`src/rtl/alarm_scheduler.sv`:
```
// alarm_scheduler: alarm compare, ring/snooze/stop FSM and speaker tone arbitration
module alarm_scheduler #(
    parameter int RING_SEC   = 60,
    parameter int SNOOZE_MIN = 5,
    parameter int MAX_SNOOZE = 3
) (
    input  logic       CLK,
    input  logic       RST,
    input  logic       _1KHz,
    input  logic       _500Hz,
    input  logic [7:0] Hour,
    input  logic [7:0] Minute,
    input  logic [7:0] Second,
    input  logic [7:0] AlarmHour,
    input  logic [7:0] AlarmMinute,
    input  logic       AlarmEn,
    input  logic       Snooze,
    input  logic       Stop,
    input  logic       CHIME,
    output logic       SPEAKER,
    output logic       RINGING,
    output logic       SNOOZING,
    output logic [1:0] SnoozeCnt
);
    typedef enum logic [1:0] {IDLE, RING, SNOOZE} state_t;
    state_t     r_state, w_next;
    logic [7:0] r_sec_q;
    logic       r_snz_q, r_stp_q;
    logic [6:0] r_ring_cnt, w_ring_cnt;
    logic [3:0] r_snz_cnt, w_snz_cnt;
    logic [1:0] w_snooze_cnt;
    logic       w_sec_tick, w_min_tick, w_snz_p, w_stp_p, w_match, w_tone;
    assign w_sec_tick = Second != r_sec_q;
    assign w_min_tick = w_sec_tick && Second == 8'h00;
    assign w_snz_p    = Snooze && !r_snz_q;
    assign w_stp_p    = Stop && !r_stp_q;
    assign w_match    = AlarmEn && Hour == AlarmHour && Minute == AlarmMinute && w_min_tick;
    assign w_tone     = (r_state == RING) ? (Second[0] ? _500Hz : _1KHz) : CHIME;
    // Next state and counter updates; disarming overrides every transition, Stop beats Snooze
    always_comb begin
        w_next       = r_state;
        w_ring_cnt   = r_ring_cnt;
        w_snz_cnt    = r_snz_cnt;
        w_snooze_cnt = SnoozeCnt;
        if (!AlarmEn)
            w_next = IDLE;
        else
            case (r_state)
                IDLE:
                    if (w_match) begin
                        w_next       = RING;
                        w_ring_cnt   = '0;
                        w_snooze_cnt = '0;
                    end
                RING:
                    if (w_stp_p)
                        w_next = IDLE;
                    else if (w_snz_p && SnoozeCnt < 2'(MAX_SNOOZE)) begin
                        w_next       = SNOOZE;
                        w_snz_cnt    = 4'(SNOOZE_MIN);
                        w_snooze_cnt = SnoozeCnt + 2'd1;
                    end else if (w_sec_tick) begin
                        w_ring_cnt = r_ring_cnt + 7'd1;
                        w_next     = (r_ring_cnt == 7'(RING_SEC - 1)) ? IDLE : RING;
                    end
                SNOOZE:
                    if (w_stp_p)
                        w_next = IDLE;
                    else if (w_min_tick) begin
                        w_snz_cnt  = r_snz_cnt - 4'd1;
                        w_next     = (r_snz_cnt == 4'd1) ? RING : SNOOZE;
                        w_ring_cnt = (r_snz_cnt == 4'd1) ? '0 : r_ring_cnt;
                    end
                default: w_next = IDLE;
            endcase
    end
    // State, counters, edge-detect copies and registered outputs; reset primes edge copies with live inputs
    always_ff @(posedge CLK) begin
        if (RST) begin
            r_state    <= IDLE;
            r_ring_cnt <= '0;
            r_snz_cnt  <= '0;
            SnoozeCnt  <= '0;
            SPEAKER    <= 1'b0;
            RINGING    <= 1'b0;
            SNOOZING   <= 1'b0;
            r_sec_q    <= Second;
            r_snz_q    <= Snooze;
            r_stp_q    <= Stop;
        end else begin
            r_state    <= w_next;
            r_ring_cnt <= w_ring_cnt;
            r_snz_cnt  <= w_snz_cnt;
            SnoozeCnt  <= w_snooze_cnt;
            SPEAKER    <= w_tone;
            RINGING    <= w_next == RING;
            SNOOZING   <= w_next == SNOOZE;
            r_sec_q    <= Second;
            r_snz_q    <= Snooze;
            r_stp_q    <= Stop;
        end
    end
endmodule
```
`config.mk`:
```
export PLATFORM = sky130hd
export DESIGN_NAME = alarm_scheduler
export DESIGN_NICKNAME = d
export VERILOG_FILES = /design/src/rtl/alarm_scheduler.sv
export SDC_FILE = /design/constraint.sdc
export NUM_CORES = 1
export LEC_CHECK = 0
export CAP_MARGIN = 20
export CORE_UTILIZATION = 48
export DETAILED_ROUTE_END_ITERATION = 7
export GPL_ROUTABILITY_DRIVEN = 0
export PLACE_DENSITY = 0.95
export REMOVE_ABC_BUFFERS = 1
export SYNTH_ARGS = -nofsm -noshare
export SYNTH_HDL_FRONTEND = slang
export SYNTH_SLANG_ARGS = --single-unit
```
`constraint.sdc`:
```
create_clock -name CLK -period 6.3 [get_ports CLK]
set_input_delay 0.63 -clock CLK [delete_from_list [all_inputs] [get_ports CLK]]
set_output_delay 0.63 -clock CLK [all_outputs]
set_load 0.005 [all_outputs]
```
==> results of run 1 <==
## stage by stage
step	power, mW	area (um^2)	instances	util [%]
after floorplan	0.2042	1541	175	-
after global placement	0.2418	2117	271	69.34
after detailed placement	0.2439	2117	271	69.34
after CTS	0.3612	2170	275	71.07
after global routing	0.3728	2170	275	71.07
final	0.3618	2170	275	71.07
## registers in the layout (all words and copies together), names as in the netlist
register	cells
r_sec_q	8
r_ring_cnt	7
r_snz_cnt	4
SnoozeCnt	2
r_state	2
RINGING	1
SNOOZING	1
SPEAKER	1
r_snz_q	1
r_stp_q	1
## cells by family after synthesis
logic type | Yosys count | synth area share, %
compound gates | 32 | 15.47
xor+xnor | 24 | 13.54
fa+ha+maj | 4 | 3.223
buf+inv | 7 | 1.692
flops | 28 | 36.10
mux | 4 | 2.901
simple gates | 79 | 27.07
## synthesized netlist by cell type (all sizes together) (5+ instances only)
cell type,n,area (um^2)
dfxtp,28,560.5
nor2,19,78.82
xor2,15,131.4
nand2,10,37.54
nand2b,10,62.56
nand3,9,45.04
nor3,9,45.04
xnor2,9,78.83
a21oi,8,40.04
o21ai,6,33.78
nor4,5,31.28
## final cells by class
class | count | area [um^2] | area share, %
clock buffer | 3 | 22.52 | 1.038
clock inverter | 1 | 30.03 | 1.384
inverter | 4 | 15.01 | 0.6920
multi-input combinational | 143 | 965.9 | 44.52
sequential | 28 | 560.5 | 25.84
tap | 44 | 55.05 | 2.537
timing repair buffer | 52 | 520.5 | 23.99
## worst max-delay path: stages
cell and delay (ns):
clkdlybuf4s50_1 0.49, or4_4 0.58, nor2_4 0.15, o21ai_2 0.10, o31ai_4 0.42, o211a_4 0.28
mux2_4 0.30
## metal layers
metal  vias to the layer above  GRT usage (%)  routed length (um)
met5                         -              0                   0
met4                         0          10.20                  98
met3                         9          3.297                 241
met2                        68          37.01                1646
met1                       660          29.93                1549
li1                        753              -                   -
## power by group through the flow
stage | Combinational (mW) | Sequential (mW) | Clock [mW]
after global routing | 0.0623 | 0.183 | 0.128
after floorplan | 0.0182 | 0.186 | 0
after detailed placement | 0.0576 | 0.186 | 0
after CTS | 0.0579 | 0.183 | 0.121
after global placement | 0.0557 | 0.186 | 0
final | 0.0576 | 0.183 | 0.122
## worst paths after layout
path | start | endpoint | cells past startpoint
max | Second[0] | r_ring_cnt[0] | 7
min | r_ring_cnt[6] | r_ring_cnt[6] | 2
max reg2reg | SnoozeCnt[0] | r_ring_cnt[0] | 6
min reg2reg | r_ring_cnt[6] | r_ring_cnt[6] | 2
==> impl_metrics.toml, run 1 <==
[cells_and_area]
ratio_of_cells_with_drive_above_1_in_the_final_layout_pct = 5.628
num-fill-cells = 244
layout_common_cells = "clkdlybuf4s50_1 (52), dfxtp_1 (28), nor2_1 (18), xor2_1 (15)"
flow.area_growth_from_synthesis_pct = 39.73
commonest_non_fill_non_tap_cell_in_the_layout = "clkdlybuf4s50_1"
layout.nets = 284
n_antenna_cell = 0

[synthesis]
synth_async_sr_flop_share_pct = 0
synth_flop_cell = "dfxtp_1"
yosysWarningCount = 0
synth_enable_flop_cells = 0
synthDistinctLibCells = 42
synth_seq_cells = 28
synthesis.area_per_instance_um2 = 8.723
postSynthCellCount = 178
synth_area_um2 = 1553
synth.yosys.seq_area_share_pct = 36.10

[routing]
via_count = 1490
drc_violation_total_after_the_first_tritonroute_iteration = 48
viasPerCell = 5.418
ant_nets = 0
routedWlPerCell_um = 12.86
drc_errors = 0
dr.pass1.iters = 4
total_detailed_routing_wirelength_um = 3536

[die]
dieHeight_um = 58.88
die_x_um = 58.88
fp-row-count = 20
top_level_ports = 53
design.core.area_um2 = 3053
die-area_um2 = 3466
initial_utilization_pct = 50.86

[power]
combinational_fraction_of_design_power_pct = 15.9
net_switching_fraction_of_the_power_pct = 21.90
clkPwrFrac_pct = 33.6
power.internal_mw = 0.2826
p_seq_share_pct = 50.5
total_leakage_power_nw = 0.7605
power.ir.vdd_worst_uv = 85.17
power_per_cell_area_nw_per_um2 = 166.7
switchingPower_mw = 0.07921

[cts]
clk_latency_ns = 0.35
cts_buffer_depth = 2
post_cts_resize_count = 0
tritoncts = "done"
clock-sinks = 28
cts.hold.buffers_added = 0
cts.repair_timing.setup_buffer_count = 0
htree_num_levels = 1
cts-root-buf = "clkbuf_4"
clk_pin_slew_ns = 0.15
cts_made_buffers = 3

[outcome]
run_status = "finished clean"

[setup_path]
worst-setup-path-type = "in2reg"
worst_setup_path_end_kind = "register"
reg2reg_slack_ns = 4.31
cp_data_required_time_ns = 6.55
arrival_ns = 2.96
maximum_fanout_along_the_worst_path = 9
worst_setup_path_start_kind = "primary input"

[sta]
finalCritPeriodShare_pct = 42.98
drv_slew = 0
setup-violations-final = 0
maxSlewHeadroom_pct = 40.45
finalSetupTns_ns = 0
report.final.hold_viol_count = 0
post_route_skew_ns = 0.008399
timing.final.ws_setup_ns = 3.592
max_slew.worst_pin.slew_ns = 0.8851
fmaxAchievable_mhz = 369.3
grt_setup_unrepaired = "no"
clock_period_minus_final_worst_setup_slack_ns = 2.708
fin_worst_hold_slack_ns = 0.5140

[global_routing]
antenna_found_initial = 0
grt_pass1_vias = 1370
grt_pass1_wl_um = 6051
grt.total_usage_pct = 22.79
pin_count_of_the_biggest_net_entering_global_routing = 20
globalRoute.totalOverflow = 0

[place]
port_buffers = 52
dp_worst_setup_slack_ns = 3.237
place_hpwl_um = 2749

[run]
cap_viol_max_count = 0

[hold_path]
worst_min_delay_path_class = "reg2reg"
Power figures use the tool's default switching activity.
==> inputs of run 2 (changes only) <==
- CORE_UTILIZATION: 48 -> 45
- PLACE_DENSITY: 0.95 -> 0.9
- clock period: 6.3 -> 2.77 ns (I/O delays scaled with it)
==> run 2 against run 1 <==
Die area is 6.4% higher. Final area is 1.0% higher. Final cell count is 1.1% higher. Critical path depth stayed put. First-iteration DRC count is 2.1% higher. Worst setup slack worse by 3.0 ns. Critical path type unchanged.
==> impl_metrics.toml, run 2 (synthesis results as in run 1) <==
[outcome]
run_status = "finished clean"

[setup_path]
cpMaxStageDelayCell = "or4_4"
reg2reg_slack_ns = 0.83
worst_r2r_endpoint = "r_ring_cnt[0]"
number_of_buffers_and_inverters_on_the_critical_path = 1
path_cells = "clkdlybuf4s50_1 -> or4_4 -> nor2_4 -> o21ai_2 -> o31ai_4 -> o211a_4 -> mux2_4"
ff2ff_path_depth = 6
arrival_ns = 2.39
worst_setup_path_start_kind = "primary input"
worst-setup-path-type = "in2reg"
cp_data_required_time_ns = 3.02
r2r-start = "SnoozeCnt[0]"
max_stage_delay_ns = 0.58
worst_setup_path_end_kind = "register"
cpLargestDelayFamily = "simple AND/OR/NAND/NOR gates"
maximum_fanout_along_the_worst_path = 7

[place]
placed_cells_incl_taps = 274
place_hpwl_um = 2756
dp_worst_setup_slack_ns = 0.2443
dpl_cell_area_um2 = 2140
port_buffers = 52

[cells_and_area]
ff_latch_area_um2 = 560.5
commonest_non_fill_non_tap_cell_in_the_layout = "clkdlybuf4s50_1"
final_area_um2 = 2192
largest_register_by_flop_count = "r_sec_q"
layout_common_cells = "clkdlybuf4s50_1 (52), dfxtp_1 (28), nor2_1 (18), xor2_1 (15)"
ratio_of_cells_with_drive_above_1_in_the_final_layout_pct = 6.838
multi_input_comb_area_um2 = 965.9
largest_register_ffs = 8
top_regs = "r_sec_q: 8 flops, r_ring_cnt: 7 flops, r_snz_cnt: 4 flops"
layout.nets = 287
flow.area_growth_from_synthesis_pct = 41.18
num-fill-cells = 267
final_cell_count_no_fill = 278
postLayoutCoreUtil_pct = 69.52
n_antenna_cell = 0

[sta]
finalCritPeriodShare_pct = 77.52
grt_setup_unrepaired = "no"
drv_slew = 0
max_slew.worst_pin.slew_ns = 0.5203
setup-violations-final = 0
post_route_skew_ns = 0.01068
report.final.hold_viol_count = 0
fin_worst_hold_slack_ns = 0.3831
timing.final.ws_setup_ns = 0.6227
maxSlewHeadroom_pct = 65.24
fmaxAchievable_mhz = 465.7
finalSetupTns_ns = 0
clock_period_minus_final_worst_setup_slack_ns = 2.147

[global_routing]
grt.met3_usage_pct = 3.625
globalRouteMet2Util_pct = 38.30
grt.total_usage_pct = 20.96
grt-busiest-layer = "met2"
pin_count_of_the_biggest_net_entering_global_routing = 19
grt_pass1_vias = 1425
globalRoute.totalOverflow = 0
grt_pass1_wl_um = 5858
grt.met1_usage_pct = 25.16
antenna_found_initial = 0

[power]
total_leakage_power_nw = 0.7762
final_power_mw = 0.8216
power_per_cell_area_nw_per_um2 = 374.8
power.ir.vdd_worst_uv = 179.5

[routing]
total_detailed_routing_wirelength_um = 3419
dr.pass1.iters = 4
via_count = 1483
routedWlPerCell_um = 12.30
ant_nets = 0
drc_errors = 0
drc_violation_total_after_the_first_tritonroute_iteration = 49
viasPerCell = 5.335

[cts]
cts_made_buffers = 3
clk_latency_ns = 0.34
clk_pin_slew_ns = 0.16
cts-root-buf = "clkbuf_4"
cts_buffer_depth = 2
htree_num_levels = 1
tritoncts = "done"
cts.hold.buffers_added = 0
clock-sinks = 28
cts.repair_timing.setup_buffer_count = 0
post_cts_resize_count = 0

[run]
cap_viol_max_count = 0

[hold_path]
worstHoldStart = "Stop"
worst_min_delay_path_class = "in2reg"
hold_path_depth = 1
worstHoldEndpoint = "r_stp_q"

[die]
die_x_um = 60.74
top_level_ports = 53
die-area_um2 = 3689
initial_utilization_pct = 49.25
design.core.area_um2 = 3153
fp-row-count = 20
dieHeight_um = 60.74
[run 2: changes by cell type in the layout (fill, tap and decap cells not counted)]
cell / before / now
buf_4: 0 / 3
[run 2: cell type report]
type,count,share of cell area [%]
timing repair buffer,55,24.77
sequential,28,25.57
tap,44,2.511
clock buffer,3,1.027
clock inverter,1,1.370
inverter,4,0.6849
multi-input combinational,143,44.06
[run 2: power breakdown]
group / leakage [nW] / internal (mW) / switching [mW]
registers: 0.230 / 0.412 / 0.00343
logic: 0.519 / 0.0853 / 0.0443
clock network: 0.0279 / 0.147 / 0.130
[run 2: worst max path at each step]
stage               cells after the start      start            end  slack [ns]
finish                                  7  Second[0]  r_ring_cnt[0]        0.62
CTS                                     7  Second[0]  r_ring_cnt[0]        0.61
global placement                        7  Second[0]  r_ring_cnt[0]        0.28
floorplan                               6  Second[1]  r_ring_cnt[0]        0.70
global route                            8  Second[0]  r_ring_cnt[1]        0.55
detailed placement                      7  Second[0]  r_ring_cnt[0]        0.24
[run 2: metal layers]
layer  up-vias  part of all wire, %
met4         0                  1.3
li1        756                    -
met2        68                   48
met3         6                  6.2
met1       653                   44
met5         -                    0
==> inputs of run 3 (changes only) <==
- clock period: 2.77 -> 2.1 ns (I/O delays scaled with it)
==> run 3 against run 2 <==
Sequential power rose by 32%. Power up 32%. Count of clock-buffer cells in the layout did not move. Critical path depth is the same. Core utilization grew 3.2 points. Critical path type unchanged. Critical endpoint unchanged. Largest cell class unchanged.
==> impl_metrics.toml, run 3 (synthesis results as in run 1) <==
[outcome]
run_status = "finished clean"

[setup_path]
worst_setup_path_start_kind = "primary input"
worst-setup-path-type = "in2reg"
cp_data_required_time_ns = 2.34
maximum_fanout_along_the_worst_path = 3
worst_setup_path_end_kind = "register"
arrival_ns = 2.19

[cells_and_area]
top_regs = "r_sec_q: 8 flops, r_ring_cnt: 7 flops, r_snz_cnt: 4 flops"
largest_register_by_flop_count = "r_sec_q"
final_area_um2 = 2293
postLayoutCoreUtil_pct = 72.74
commonest_non_fill_non_tap_cell_in_the_layout = "clkdlybuf4s50_1"
layout.nets = 298
ratio_of_cells_with_drive_above_1_in_the_final_layout_pct = 11.43
final_cell_count_no_fill = 289
num-fill-cells = 236
largest_register_ffs = 8
layout_common_cells = "clkdlybuf4s50_1 (52), dfxtp_1 (28), nor2_1 (18), xor2_1 (15), buf_4 (13)"
n_antenna_cell = 0
flow.area_growth_from_synthesis_pct = 47.70

[global_routing]
grt.total_usage_pct = 21.39
antenna_found_initial = 0
grt_pass1_wl_um = 5961
globalRoute.totalOverflow = 0
pin_count_of_the_biggest_net_entering_global_routing = 17
grt_pass1_vias = 1517

[power]
total_leakage_power_nw = 0.8325
power_per_cell_area_nw_per_um2 = 471.3
power.ir.vdd_worst_uv = 303.5

[die]
die_x_um = 60.74
design.core.area_um2 = 3153
fp-row-count = 20
initial_utilization_pct = 49.25
die-area_um2 = 3689
dieHeight_um = 60.74
top_level_ports = 53

[sta]
fmaxAchievable_mhz = 511.2
max_slew.worst_pin.slew_ns = 0.4699
grt_setup_unrepaired = "no"
clock_period_minus_final_worst_setup_slack_ns = 1.956
timing.final.ws_setup_ns = 0.1440
finalCritPeriodShare_pct = 93.14
report.final.hold_viol_count = 0
maxSlewHeadroom_pct = 68.61
post_route_skew_ns = 0.003101
drv_slew = 0
setup-violations-final = 0

[routing]
viasPerCell = 5.367
via_count = 1551
ant_nets = 0
drc_violation_total_after_the_first_tritonroute_iteration = 33
dr.pass1.iters = 4
routedWlPerCell_um = 12.27
total_detailed_routing_wirelength_um = 3547
drc_errors = 0

[cts]
htree_num_levels = 1
cts.hold.buffers_added = 0
cts_buffer_depth = 2
cts.repair_timing.setup_buffer_count = 0
cts_made_buffers = 3
cts-root-buf = "clkbuf_4"
post_cts_resize_count = 0
clk_pin_slew_ns = 0.15
tritoncts = "done"
clk_latency_ns = 0.33
clock-sinks = 28

[place]
place_hpwl_um = 2964
placed_cells_incl_taps = 285
dpl_cell_area_um2 = 2235
port_buffers = 52
dp_worst_setup_slack_ns = -0.2265

[run]
cap_viol_max_count = 0

[hold_path]
worst_min_delay_path_class = "in2reg"
[run 3: cell types whose count changed in the layout (fill, tap and decap cells not counted)]
| cell | delta |
|---|---|
| buf_12 | +1 |
| buf_4 | +10 |
| nor4_1 | -1 |
| nor4_2 | +1 |
[run 3: path summary, 6_finish.rpt]
path	slack (ns)	cells past startpoint	to	startpoint
min	0.34	1	r_stp_q	Stop
min reg2reg	0.51	2	r_ring_cnt[6]	r_ring_cnt[6]
max	0.14	7	r_ring_cnt[0]	Second[0]
max reg2reg	0.18	6	r_ring_cnt[0]	SnoozeCnt[0]
[run 3: layer usage]
layer / vias up / GRT usage [%] / part of all wire [%] / routed length (um)
li1: 778 / - / - / -
met1: 697 / 23.01 / 41 / 1462
met2: 67 / 40.35 / 50 / 1775
met3: 9 / 4.051 / 6.8 / 240
met4: 0 / 9.416 / 1.9 / 68
met5: - / 0 / 0 / 0
[run 3: metrics by stage]
stage / hold slack (ns) / setup TNS, ns / total power [mW]
after detailed placement: 0.4908 / -1.844 / 0.7425
after CTS: 0.3331 / 0 / 1.088
final: 0.3384 / 0 / 1.081
after global routing: 0.3329 / 0 / 1.129
after floorplan: 0.2377 / 0 / 0.6127
after global placement: 0.4744 / -1.251 / 0.7373
[run 3: worst max-delay path: stages]
cell	delay, ns
clkdlybuf4s50_1	0.44
or4_4	0.56
nor2_4	0.13
o21ai_2	0.09
o31ai_4	0.26
o211a_4	0.21
mux2_4	0.29
[run 3: report_power, final]
group	switching [mW]	internal, mW
Clock	0.156	0.193
Combinational	0.0628	0.121
Sequential	0.00448	0.543
Total	0.224	0.857
[run 3: final cells by class]
class | count | area (um^2) | area share (%)
sequential | 28 | 560.5 | 24.44
tap | 44 | 55.05 | 2.400
multi-input combinational | 143 | 972.2 | 42.39
clock buffer | 3 | 22.52 | 0.9820
timing repair buffer | 66 | 638.1 | 27.82
inverter | 4 | 15.01 | 0.6547
clock inverter | 1 | 30.03 | 1.309
